--- config.mk ---
export PLATFORM = sky130hd
export DESIGN_NAME = llr_derate_reader_flat
export DESIGN_NICKNAME = d
export VERILOG_FILES = /design/src/rtl/llr_derate_reader_pkg.sv /design/src/rtl/llr_derate_reader_if.sv /design/src/rtl/llr_derate_reader_sat_add.sv /design/src/rtl/llr_derate_reader.sv /design/src/flat_wrapper.sv
export SDC_FILE = /design/constraint.sdc
export NUM_CORES = 1
export LEC_CHECK = 0
export ABC_AREA = 1
export CAP_MARGIN = 20
export CELL_PAD_IN_SITES_DETAIL_PLACEMENT = 1
export CELL_PAD_IN_SITES_GLOBAL_PLACEMENT = 2
export CORE_ASPECT_RATIO = 0.9
export CORE_UTILIZATION = 24
export CTS_CLUSTER_DIAMETER = 30
export DETAILED_ROUTE_END_ITERATION = 16
export PLACE_DENSITY = 0.8
export SYNTH_ARGS = -nofsm -noshare
export SYNTH_HDL_FRONTEND = slang
export SYNTH_SLANG_ARGS = --single-unit
--- constraint.sdc ---
create_clock -name clk -period 3.2 [get_ports clk]
set_input_delay 0.96 -clock clk [delete_from_list [all_inputs] [get_ports clk]]
set_output_delay 0.96 -clock clk [all_outputs]
set_load 0.1 [all_outputs]
--- src/rtl/llr_derate_reader_pkg.sv ---
// Shared constants and FSM encoding for the PBCH LLR de-rate-matching reader.
package llr_derate_reader_pkg;
    localparam int LLR_WIDTH   = 8;
    localparam int LANES       = 4;
    localparam int E_LEN       = 864;
    localparam int N_LEN       = 512;
    localparam int MEM1_LLRS   = 432;
    localparam int COMB_LIMIT  = E_LEN - N_LEN;
    localparam int MEM2_OFFSET = N_LEN - MEM1_LLRS;
    localparam int ADDR_W      = 7;
    localparam int IDX_W       = 9;
    localparam int WORD_W      = LANES * LLR_WIDTH;

    typedef enum logic [2:0] {IDLE, RD, CAP, STRM, DONE} state_t;
endpackage

--- src/rtl/llr_derate_reader_if.sv ---
// LLR memory read ports plus the output stream towards the polar decoder.
interface llr_derate_reader_if;
    import llr_derate_reader_pkg::*;

    logic [ADDR_W-1:0]           mem_1_r_addr;
    logic                        mem_1_r_enable;
    logic [WORD_W-1:0]           mem_1_r_data;
    logic [ADDR_W-1:0]           mem_2_r_addr;
    logic                        mem_2_r_enable;
    logic [WORD_W-1:0]           mem_2_r_data;
    logic signed [LLR_WIDTH-1:0] llr_out;
    logic [IDX_W-1:0]            llr_out_index;
    logic                        llr_out_valid;
    logic                        llr_out_ready;

    modport master (
        output mem_1_r_addr, mem_1_r_enable, mem_2_r_addr, mem_2_r_enable,
               llr_out, llr_out_index, llr_out_valid,
        input  mem_1_r_data, mem_2_r_data, llr_out_ready
    );
    modport slave (
        input  mem_1_r_addr, mem_1_r_enable, mem_2_r_addr, mem_2_r_enable,
               llr_out, llr_out_index, llr_out_valid,
        output mem_1_r_data, mem_2_r_data, llr_out_ready
    );
endinterface

--- src/rtl/llr_derate_reader_sat_add.sv ---
// Signed saturating add of two LLRs: widen by one bit, add, clamp to range.
module llr_sat_add #(
    parameter int W = 8
) (
    input  logic signed [W-1:0] a,
    input  logic signed [W-1:0] b,
    output logic signed [W-1:0] y
);
    logic signed [W:0] sum;

    assign sum = {a[W-1], a} + {b[W-1], b};

    always_comb begin
        y = sum[W-1:0];
        // Top two bits differ only when the result left the W-bit range.
        if (sum[W] != sum[W-1])
            y = sum[W] ? {1'b1, {(W-1){1'b0}}} : {1'b0, {(W-1){1'b1}}};
    end
endmodule

--- src/rtl/llr_derate_reader.sv ---
// Reads the two channel-LLR RAMs word by word, folds repeated LLRs back onto
// the 512-entry mother code, and streams the result over valid/ready.
module llr_derate_reader
    import llr_derate_reader_pkg::*;
(
    input  logic                clk,
    input  logic                rst,
    input  logic                start,
    llr_derate_reader_if.master bus,
    output logic                derm_done,
    output logic                busy
);
    localparam logic [IDX_W-1:0] COMB_K = IDX_W'(COMB_LIMIT);
    localparam logic [IDX_W-1:0] M1_K   = IDX_W'(MEM1_LLRS);
    localparam logic [IDX_W-1:0] OFF_K  = IDX_W'(MEM2_OFFSET);
    localparam logic [IDX_W-1:0] LAST_K = IDX_W'(N_LEN - 1);

    state_t                      state, state_nx;
    logic [IDX_W-1:0]            k, k2;
    logic [WORD_W-1:0]           word_1, word_2;
    logic [ADDR_W-1:0]           addr_1_q, addr_2_q, addr_1_rd, addr_2_rd;
    logic                        comb, use_1, use_2;
    logic [1:0]                  lane;
    logic signed [LLR_WIDTH-1:0] llr_1, llr_2, llr_sum;

    // Region boundaries are multiples of 4, so a whole word shares one source mix.
    assign comb  = k < COMB_K;
    assign use_1 = k < M1_K;
    assign use_2 = comb || !use_1;
    assign k2    = comb ? k + OFF_K : k - M1_K;

    assign addr_1_rd = k[IDX_W-1:2];
    assign addr_2_rd = k2[IDX_W-1:2];
    assign lane      = k[1:0];
    assign llr_1     = word_1[lane*LLR_WIDTH +: LLR_WIDTH];
    assign llr_2     = word_2[lane*LLR_WIDTH +: LLR_WIDTH];

    llr_sat_add #(.W(LLR_WIDTH)) u_sat (.a(llr_1), .b(llr_2), .y(llr_sum));

    always_ff @(posedge clk) begin
        if (!rst) state <= IDLE;
        else      state <= state_nx;
    end

    always_ff @(posedge clk) begin
        if (!rst) begin
            k        <= '0;
            addr_1_q <= '0;
            addr_2_q <= '0;
            word_1   <= '0;
            word_2   <= '0;
        end else begin
            case (state)
                IDLE: if (start) k <= '0;
                RD: begin
                    if (use_1) addr_1_q <= addr_1_rd;
                    if (use_2) addr_2_q <= addr_2_rd;
                end
                // Read data is only present in this cycle.
                CAP: begin
                    word_1 <= bus.mem_1_r_data;
                    word_2 <= bus.mem_2_r_data;
                end
                STRM: if (bus.llr_out_ready) k <= k + 1'b1;
                default: ;
            endcase
        end
    end

    always_comb begin
        state_nx           = state;
        bus.mem_1_r_addr   = addr_1_q;
        bus.mem_2_r_addr   = addr_2_q;
        bus.mem_1_r_enable = 1'b0;
        bus.mem_2_r_enable = 1'b0;
        bus.llr_out        = '0;
        bus.llr_out_index  = '0;
        bus.llr_out_valid  = 1'b0;
        derm_done          = 1'b0;
        busy               = 1'b0;
        case (state)
            IDLE: if (start) state_nx = RD;
            RD: begin
                busy               = 1'b1;
                bus.mem_1_r_enable = use_1;
                bus.mem_2_r_enable = use_2;
                if (use_1) bus.mem_1_r_addr = addr_1_rd;
                if (use_2) bus.mem_2_r_addr = addr_2_rd;
                state_nx           = CAP;
            end
            CAP: begin
                busy     = 1'b1;
                state_nx = STRM;
            end
            STRM: begin
                busy              = 1'b1;
                bus.llr_out_valid = 1'b1;
                bus.llr_out_index = k;
                bus.llr_out       = comb ? llr_sum : (use_1 ? llr_1 : llr_2);
                if (bus.llr_out_ready) begin
                    if (k == LAST_K)     state_nx = DONE;
                    else if (lane == 2'd3) state_nx = RD;
                end
            end
            DONE: begin
                derm_done = 1'b1;
                state_nx  = IDLE;
            end
            default: state_nx = IDLE;
        endcase
    end
endmodule

--- src/flat_wrapper.sv ---
// flat-port wrapper written by rule: the top's interface ports become plain ports
module llr_derate_reader_flat import llr_derate_reader_pkg::*;
  (clk, rst, start, derm_done, busy, bus_mem_1_r_addr, bus_mem_1_r_enable, bus_mem_2_r_addr, bus_mem_2_r_enable, bus_llr_out, bus_llr_out_index, bus_llr_out_valid, bus_mem_1_r_data, bus_mem_2_r_data, bus_llr_out_ready);
  llr_derate_reader_if bus_i ();
  input  logic clk;
  input  logic rst;
  input  logic start;
  output logic derm_done;
  output logic busy;
  output wire logic [$bits(bus_i.mem_1_r_addr)-1:0] bus_mem_1_r_addr;
  output wire logic [$bits(bus_i.mem_1_r_enable)-1:0] bus_mem_1_r_enable;
  output wire logic [$bits(bus_i.mem_2_r_addr)-1:0] bus_mem_2_r_addr;
  output wire logic [$bits(bus_i.mem_2_r_enable)-1:0] bus_mem_2_r_enable;
  output wire logic [$bits(bus_i.llr_out)-1:0] bus_llr_out;
  output wire logic [$bits(bus_i.llr_out_index)-1:0] bus_llr_out_index;
  output wire logic [$bits(bus_i.llr_out_valid)-1:0] bus_llr_out_valid;
  input wire logic [$bits(bus_i.mem_1_r_data)-1:0] bus_mem_1_r_data;
  input wire logic [$bits(bus_i.mem_2_r_data)-1:0] bus_mem_2_r_data;
  input wire logic [$bits(bus_i.llr_out_ready)-1:0] bus_llr_out_ready;
  assign bus_mem_1_r_addr = bus_i.mem_1_r_addr;
  assign bus_mem_1_r_enable = bus_i.mem_1_r_enable;
  assign bus_mem_2_r_addr = bus_i.mem_2_r_addr;
  assign bus_mem_2_r_enable = bus_i.mem_2_r_enable;
  assign bus_llr_out = bus_i.llr_out;
  assign bus_llr_out_index = bus_i.llr_out_index;
  assign bus_llr_out_valid = bus_i.llr_out_valid;
  assign bus_i.mem_1_r_data = bus_mem_1_r_data;
  assign bus_i.mem_2_r_data = bus_mem_2_r_data;
  assign bus_i.llr_out_ready = bus_llr_out_ready;
  llr_derate_reader u_core (.clk(clk), .rst(rst), .start(start), .bus(bus_i), .derm_done(derm_done), .busy(busy));
endmodule
**Yosys cells after proc, flatten, opt, wreduce, memory -nomap -nowiden**

Index checks and enable logic that the tools add are counted.

- Input bits: 68
- Word-level logic and storage cells: 55
- Bits in registers: 90

- Equality and inequality tests: 10
- $add $sub $neg: 4
- Shift-type cells: 2
- Mux-type cells: 24
- Reduce and logical (&&, ||, !) cells: 7
- Order comparisons: 2

Operators with widths:

| kind | number |
|---|---|
| $shiftx A32 B6 Y8 | 2 |
| $mux W8 | 5 |
| $mux W9 | 4 |
| $mux W7 | 4 |
| $lt A9 B9 Y1 const B | 2 |
| $pmux W9 S2 | 1 |
| $mux W3 | 4 |
| $pmux W3 S4 | 1 |
| $add A8 B8 Y9 | 1 |
| $add A9 B1 Y9 const B | 1 |
| $add A9 B7 Y9 const B | 1 |
| $eq A9 B9 Y1 const B | 1 |
| $sub A9 B9 Y9 const B | 1 |
| $eq A3 B2 Y1 const B | 2 |
| $reduce_and A3 Y1 | 2 |
| $mux W1 | 5 |
| $ne A2 B2 Y1 const B | 2 |
| $eq A3 B1 Y1 const B | 1 |
| $eq A3 B3 Y1 const B | 1 |
| $logic_not A3 Y1 | 1 |
| $ne A3 B1 Y1 const B | 1 |
| $reduce_or A3 Y1 | 1 |
| $eq A2 B2 Y1 const B | 1 |
| $reduce_bool A2 Y1 | 1 |
| 3 further kinds | 3 |

**Logic depth before layout (Yosys ltp)**

- Depth after elaboration: 6
- Gate-level depth with buffers: 19

**Modules after synthesis**

From an unflattened synthesis, not the netlist that was laid out.

- Cell total of the unflattened synthesis: 782
- Area total of the unflattened synthesis: 4,897.2 um^2

By module, submodules not included:

| module | area each (um^2) | times used | cells an instance |
|---|---|---|---|
| llr_derate_reader | 4,390.5 | 1 | 690 |
| llr_sat_add | 506.7 | 1 | 92 |

**Worst setup path before layout**

OpenSTA, ideal clock, no wires.

- Path type: reg2out
- Start: register u_core.k[0]
- End: output bus_llr_out[7]
- Data arrival time: 4.159 ns
- Cell stages (with the launch flop): 17
- Setup slack: -1.919 ns
- Cells stage by stage: dfxtp_1 -> buf_2 -> inv_2 -> buf_2 -> nand2_1 -> nand3_1 -> nand2_1 -> inv_1 -> ha_1 -> fa_1 -> nand2_1 -> nand2_1 -> nand3_1 -> nand2_1 -> nand2_1 -> nand2_1 -> a211oi_1

- Longest elaborated chain between the ends: 6

RTL lines:

| item | line | source |
|---|---|---|
| start, declared | llr_derate_reader.sv:19 | `logic [IDX_W-1:0] k, k2;` |
| start signal, assigned | llr_derate_reader.sv:64 | `STRM: if (bus.llr_out_ready) k <= k + 1'b1;` |
| $shiftx A32 B6 Y8, on equally long branches | llr_derate_reader.sv:35, llr_derate_reader.sv:36 |  |
| $add A8 B8 Y9 | llr_derate_reader_sat_add.sv:11 | `assign sum = {a[W-1], a} + {b[W-1], b};` |
| $mux W8 or $ne A1 B1 Y1 (tied branches) | llr_derate_reader_sat_add.sv:17, llr_derate_reader_sat_add.sv:16 |  |
| $mux W8 | llr_derate_reader_sat_add.sv:16 | `if (sum[W] != sum[W-1])` |
| $mux W8 * | llr_derate_reader.sv:99 | `bus.llr_out = comb ? llr_sum : (use_1 ? llr_1 : llr_2);` |
| $mux W8 * | llr_derate_reader.sv:81 | `case (state)` |
| end, declared | flat_wrapper.sv:14 | `output wire logic [$bits(bus_i.llr_out)-1:0] bus_llr_out;` |

Mark *: on every way between the ends. The rest lies on a longest branch, timed or not.

**Final worst setup path**

- Start: register u_core.k[0]
- End: output bus_llr_out[0]

Same word-level chain as after synthesis.

==> impl_metrics.prom <==
# TYPE chip_impl_metric gauge
chip_impl_info{name="cpLargestDelayFamily",value="simple AND/OR/NAND/NOR gates"} 1
chip_impl_metric{name="final_routed_wirelength_across_all_metal_layers",unit="mm"} 16.3
chip_impl_metric{name="finalHoldViolations",unit=""} 0
chip_impl_metric{name="reg2reg_slack",unit="ns"} 1.04
chip_impl_metric{name="initial_utilization",unit="%"} 24.5
chip_impl_metric{name="synthToLayoutAreaGrowth",unit="%"} 57.7
chip_impl_metric{name="cap_violations",unit=""} 0
chip_impl_metric{name="routed_wire_length_per_instance",unit="µm"} 14.7
chip_impl_metric{name="post_cts_hold_buffer_count",unit=""} 0
chip_impl_metric{name="route.vias.total",unit=""} 5029
chip_impl_metric{name="num_rows",unit=""} 48
chip_impl_metric{name="worst_path_largest_cell_delay",unit="ns"} 0.43
chip_impl_metric{name="power.ir.vdd_worst",unit="V"} 0.000268
chip_impl_metric{name="postLayoutSetupSlackWorst",unit="ns"} -0.590
chip_impl_info{name="critical-path-top-cell-by-count",value="sky130_fd_sc_hd__nand2_1"} 1
chip_impl_metric{name="crit_required",unit="ns"} 2.24
chip_impl_metric{name="routed_via_density",unit=""} 4.51
chip_impl_metric{name="netlist_instances",unit=""} 717
chip_impl_metric{name="place.detailed.instances",unit=""} 1079
chip_impl_metric{name="n_fill_cell",unit=""} 2294
chip_impl_info{name="synth_area_leader",value="sky130_fd_sc_hd__dfxtp_1"} 1
chip_impl_metric{name="place_congestion",unit=""} 0.831
chip_impl_metric{name="cts.path.max_buffers",unit=""} 2
chip_impl_metric{name="synth_edf_count",unit=""} 0
chip_impl_metric{name="detail_route.first_pass.iterations",unit=""} 4
chip_impl_info{name="violations",value="negative setup slack"} 1
chip_impl_info{name="cts_tree",value="done"} 1
chip_impl_info{name="dominantRegCellSynth",value="sky130_fd_sc_hd__dfxtp_1"} 1
chip_impl_metric{name="tritoncts_num_sinks",unit=""} 90
chip_impl_metric{name="drcViolationCount",unit=""} 0
chip_impl_info{name="critical_path.startpoint_type",value="flop"} 1
chip_impl_metric{name="first_global_vias",unit=""} 5142
chip_impl_info{name="most_frequent_cells_in_the_layout",value="175 x sky130_fd_sc_hd__nor2_1, 108 x sky130_fd_sc_hd__nand2_1, 89 x sky130_fd_sc_hd__o21ai_0"} 1
chip_impl_info{name="min-delay-path-class",value="reg2reg"} 1
chip_impl_metric{name="async_reset_ff_share",unit="%"} 0
chip_impl_metric{name="cts_max_level",unit=""} 3
chip_impl_metric{name="yosys_warns",unit=""} 0
chip_impl_metric{name="register_area",unit="µm²"} 1810
chip_impl_metric{name="io_pins",unit=""} 104
chip_impl_metric{name="power.leakage",unit="nW"} 3.08
chip_impl_metric{name="maxSlewViolCount",unit=""} 0
chip_impl_metric{name="grt_max_degree",unit=""} 70
chip_impl_metric{name="max_freq",unit="MHz"} 264
chip_impl_metric{name="worst_ep_arrival_time",unit="ns"} 2.83
chip_impl_info{name="critPathSlowestCell",value="sky130_fd_sc_hd__dfxtp_4"} 1
chip_impl_info{name="worstSetupEndpointType",value="primary output"} 1
chip_impl_metric{name="detail-route-antenna-nets",unit=""} 0
chip_impl_metric{name="die-area",unit="µm²"} 20100
chip_impl_metric{name="synthesized_area",unit="µm²"} 4680
chip_impl_metric{name="synth.yosys.seq_area_share",unit="%"} 38.5
chip_impl_info{name="setup_repair_after_global_routing_missed_its_margin",value="true"} 1
chip_impl_metric{name="fin_setup_tns",unit="ns"} -4.16
chip_impl_metric{name="overflow",unit=""} 0
chip_impl_metric{name="synth_cell_types",unit=""} 33
chip_impl_metric{name="period_minus_slack",unit="ns"} 3.79
chip_impl_metric{name="grt_pass1_wl",unit="mm"} 26.7
chip_impl_metric{name="yosys_register_bits",unit=""} 90
chip_impl_metric{name="layout_worst_path_cycle_share",unit="%"} 118
chip_impl_info{name="criticalPathCategory",value="reg2out"} 1
chip_impl_metric{name="grt_use_total",unit="%"} 17.3
chip_impl_metric{name="relSlewSlack",unit="%"} 48.9
chip_impl_info{name="clock-root-buffer",value="sky130_fd_sc_hd__clkbuf_16"} 1
chip_impl_metric{name="power_density",unit="nW/µm²"} 568
chip_impl_metric{name="critical_path.max_fanout",unit=""} 31
chip_impl_metric{name="synth.avg_cell_area",unit="µm²"} 6.53
chip_impl_metric{name="timing_worst_slew_pin_value",unit="ns"} 0.766
chip_impl_metric{name="fp.dieH",unit="µm"} 135
chip_impl_metric{name="worst_skew_pair.late_latency",unit="ns"} 0.35
chip_impl_metric{name="core_area",unit="µm²"} 19200
chip_impl_metric{name="timing.critical_path.buf_inv",unit=""} 5
chip_impl_info{name="cp_cell_sequence",value="inv_8 -> buf_4 -> nand2_1 -> nand3_1 -> nand2_2 -> inv_1 -> ha_4 -> nand2_1 -> nor2_1 -> nand3_2 -> nand2_1 -> nand2_1 -> nand2_2 -> nand2_2 -> nand2_4 -> nor2_1 -> buf_4 -> nor2_4 -> buf_12"} 1
chip_impl_info{name="layout_commonest_cell",value="sky130_fd_sc_hd__nor2_1"} 1
chip_impl_metric{name="multiInputGateArea",unit="µm²"} 2790
chip_impl_metric{name="ant_diodes",unit=""} 0
chip_impl_metric{name="clock_transition_at_path_regs",unit="ns"} 0.07
chip_impl_metric{name="placement.io_buffers",unit=""} 103
chip_impl_metric{name="numCtsBuffers",unit=""} 9
chip_impl_metric{name="fin_total_pwr",unit="W"} 0.00420
chip_impl_metric{name="finClkSkew",unit="ns"} 0.00933
chip_impl_metric{name="nNetsFinal",unit=""} 940
chip_impl_info{name="cell_types_occupying_the_most_area_after_synthesis",value="sky130_fd_sc_hd__dfxtp_1 38%, sky130_fd_sc_hd__nor2_1 15%, sky130_fd_sc_hd__o21ai_0 10%"} 1
chip_impl_metric{name="finalSetupViolations",unit=""} 8
chip_impl_metric{name="die-width",unit="µm"} 149
chip_impl_metric{name="detailedPlace.worstSlack",unit="ns"} -0.418
chip_impl_metric{name="drt-initial-drc-count",unit=""} 156
chip_impl_metric{name="synth.net_count",unit=""} 797
chip_impl_metric{name="antenna_violations_before_repair",unit=""} 0
chip_impl_info{name="run_status",value="complete, but fails checks"} 1
chip_impl_metric{name="dpl.hpwl",unit="mm"} 12.4
chip_impl_metric{name="finish.cell_count_without_fillers",unit=""} 1115
chip_impl_metric{name="synthDominantCellAreaShare",unit="%"} 38.5
chip_impl_metric{name="final_layout_size_suffix_gt1_share",unit="%"} 22.2
[cells by family (layout without fill, tap and decap cells)]
logic type               after synthesis  in the layout  synth area share (%)
adder cells (fa/ha/maj)               12             12                  3.37
flip-flops                            90             90                  38.5
buffers and inverters                101            249                  8.44
AND/OR/NAND/NOR                      361            361                  32.0
AO/OA/AOI/OAI                        149            149                  17.0
XOR/XNOR                               4              4                 0.748
[worst paths after layout]
path / startpoint / endpoint / cells after the start
setup / recovery: u_core.k[0] / bus_llr_out[0] / 19
hold / removal: u_core.word_1[3] / u_core.word_1[3] / 2
setup reg to reg: u_core.k[0] / u_core.state[0] / 10
hold reg to reg: u_core.word_1[3] / u_core.word_1[3] / 2
[layer usage]
metal / vias to the layer above / track usage, % / part of all wire, % / routed length (µm)
met5: - / 0 / 0 / 0
met4: 0 / 4.88 / 1.0 / 165
met2: 66 / 28.5 / 47 / 7710
met1: 2367 / 22.9 / 49 / 8050
met3: 13 / 3.28 / 2.5 / 405
li1: 2583 / - / - / -
[state kept, by name, summed over array words and instances (netlist names)]
signal	cells
u_core.addr_1_q	7
u_core.addr_2_q	7
u_core.k	9
u_core.state	3
u_core.word_1	32
u_core.word_2	32
[tightest hold or removal path, delay by kind of cell (launching register included)]
kind            cells  cell delay, ns
compound gates      1            0.06
buf+inv             1            0.07
flops               1            0.30
[cells in the mapped netlist (3+ instances only)]
cell	instances
sky130_fd_sc_hd__o21ai_0	95
sky130_fd_sc_hd__nor2_1	183
sky130_fd_sc_hd__ha_1	11
sky130_fd_sc_hd__nand3_1	29
sky130_fd_sc_hd__o21ai_2	4
sky130_fd_sc_hd__nand2_1	122
sky130_fd_sc_hd__a21oi_1	31
sky130_fd_sc_hd__xor2_1	3
sky130_fd_sc_hd__inv_1	60
sky130_fd_sc_hd__nor3_1	5
sky130_fd_sc_hd__clkbuf_1	23
sky130_fd_sc_hd__o21ai_1	5
sky130_fd_sc_hd__inv_2	5
sky130_fd_sc_hd__nand2_4	4
sky130_fd_sc_hd__o22ai_1	6
sky130_fd_sc_hd__or2_1	9
sky130_fd_sc_hd__dfxtp_1	90
sky130_fd_sc_hd__buf_2	11
sky130_fd_sc_hd__a211oi_1	4
[per-stage QoR]
step	util, %	instance area, µm²	hold slack, ns
after floorplan	-	4860	0.425
after global placement	35.1	6720	0.443
after detailed placement	35.1	6720	0.456
after CTS	37.9	7270	0.468
after global routing	38.6	7390	0.504
final	38.6	7390	0.470
[report_power, final]
part           leakage, nW  total [W]  internal (W)  switching [W]
logic                 2.19    0.00174      0.000689        0.00105
clock network        0.155    0.00113      0.000624       0.000502
registers            0.740    0.00133       0.00125      0.0000775
[layout make-up]
class | count | share of cell area [%]
repair buffers | 166 | 25.7
well taps | 250 | 4.24
flip-flops and latches | 90 | 24.5
clock buffers | 9 | 3.05
clock inverters | 7 | 1.14
inverters | 67 | 3.54
multi-input cells | 526 | 37.8
[timing repair]
action                                  in CTS  in global routing
gates cloned                                 0                  1
endpoints found under the setup margin      17                 18
pin swaps                                    7                  3
resized for setup                           35                 14
buffers inserted                            15                  4
Note: power is estimated with default switching activity, not from simulation.
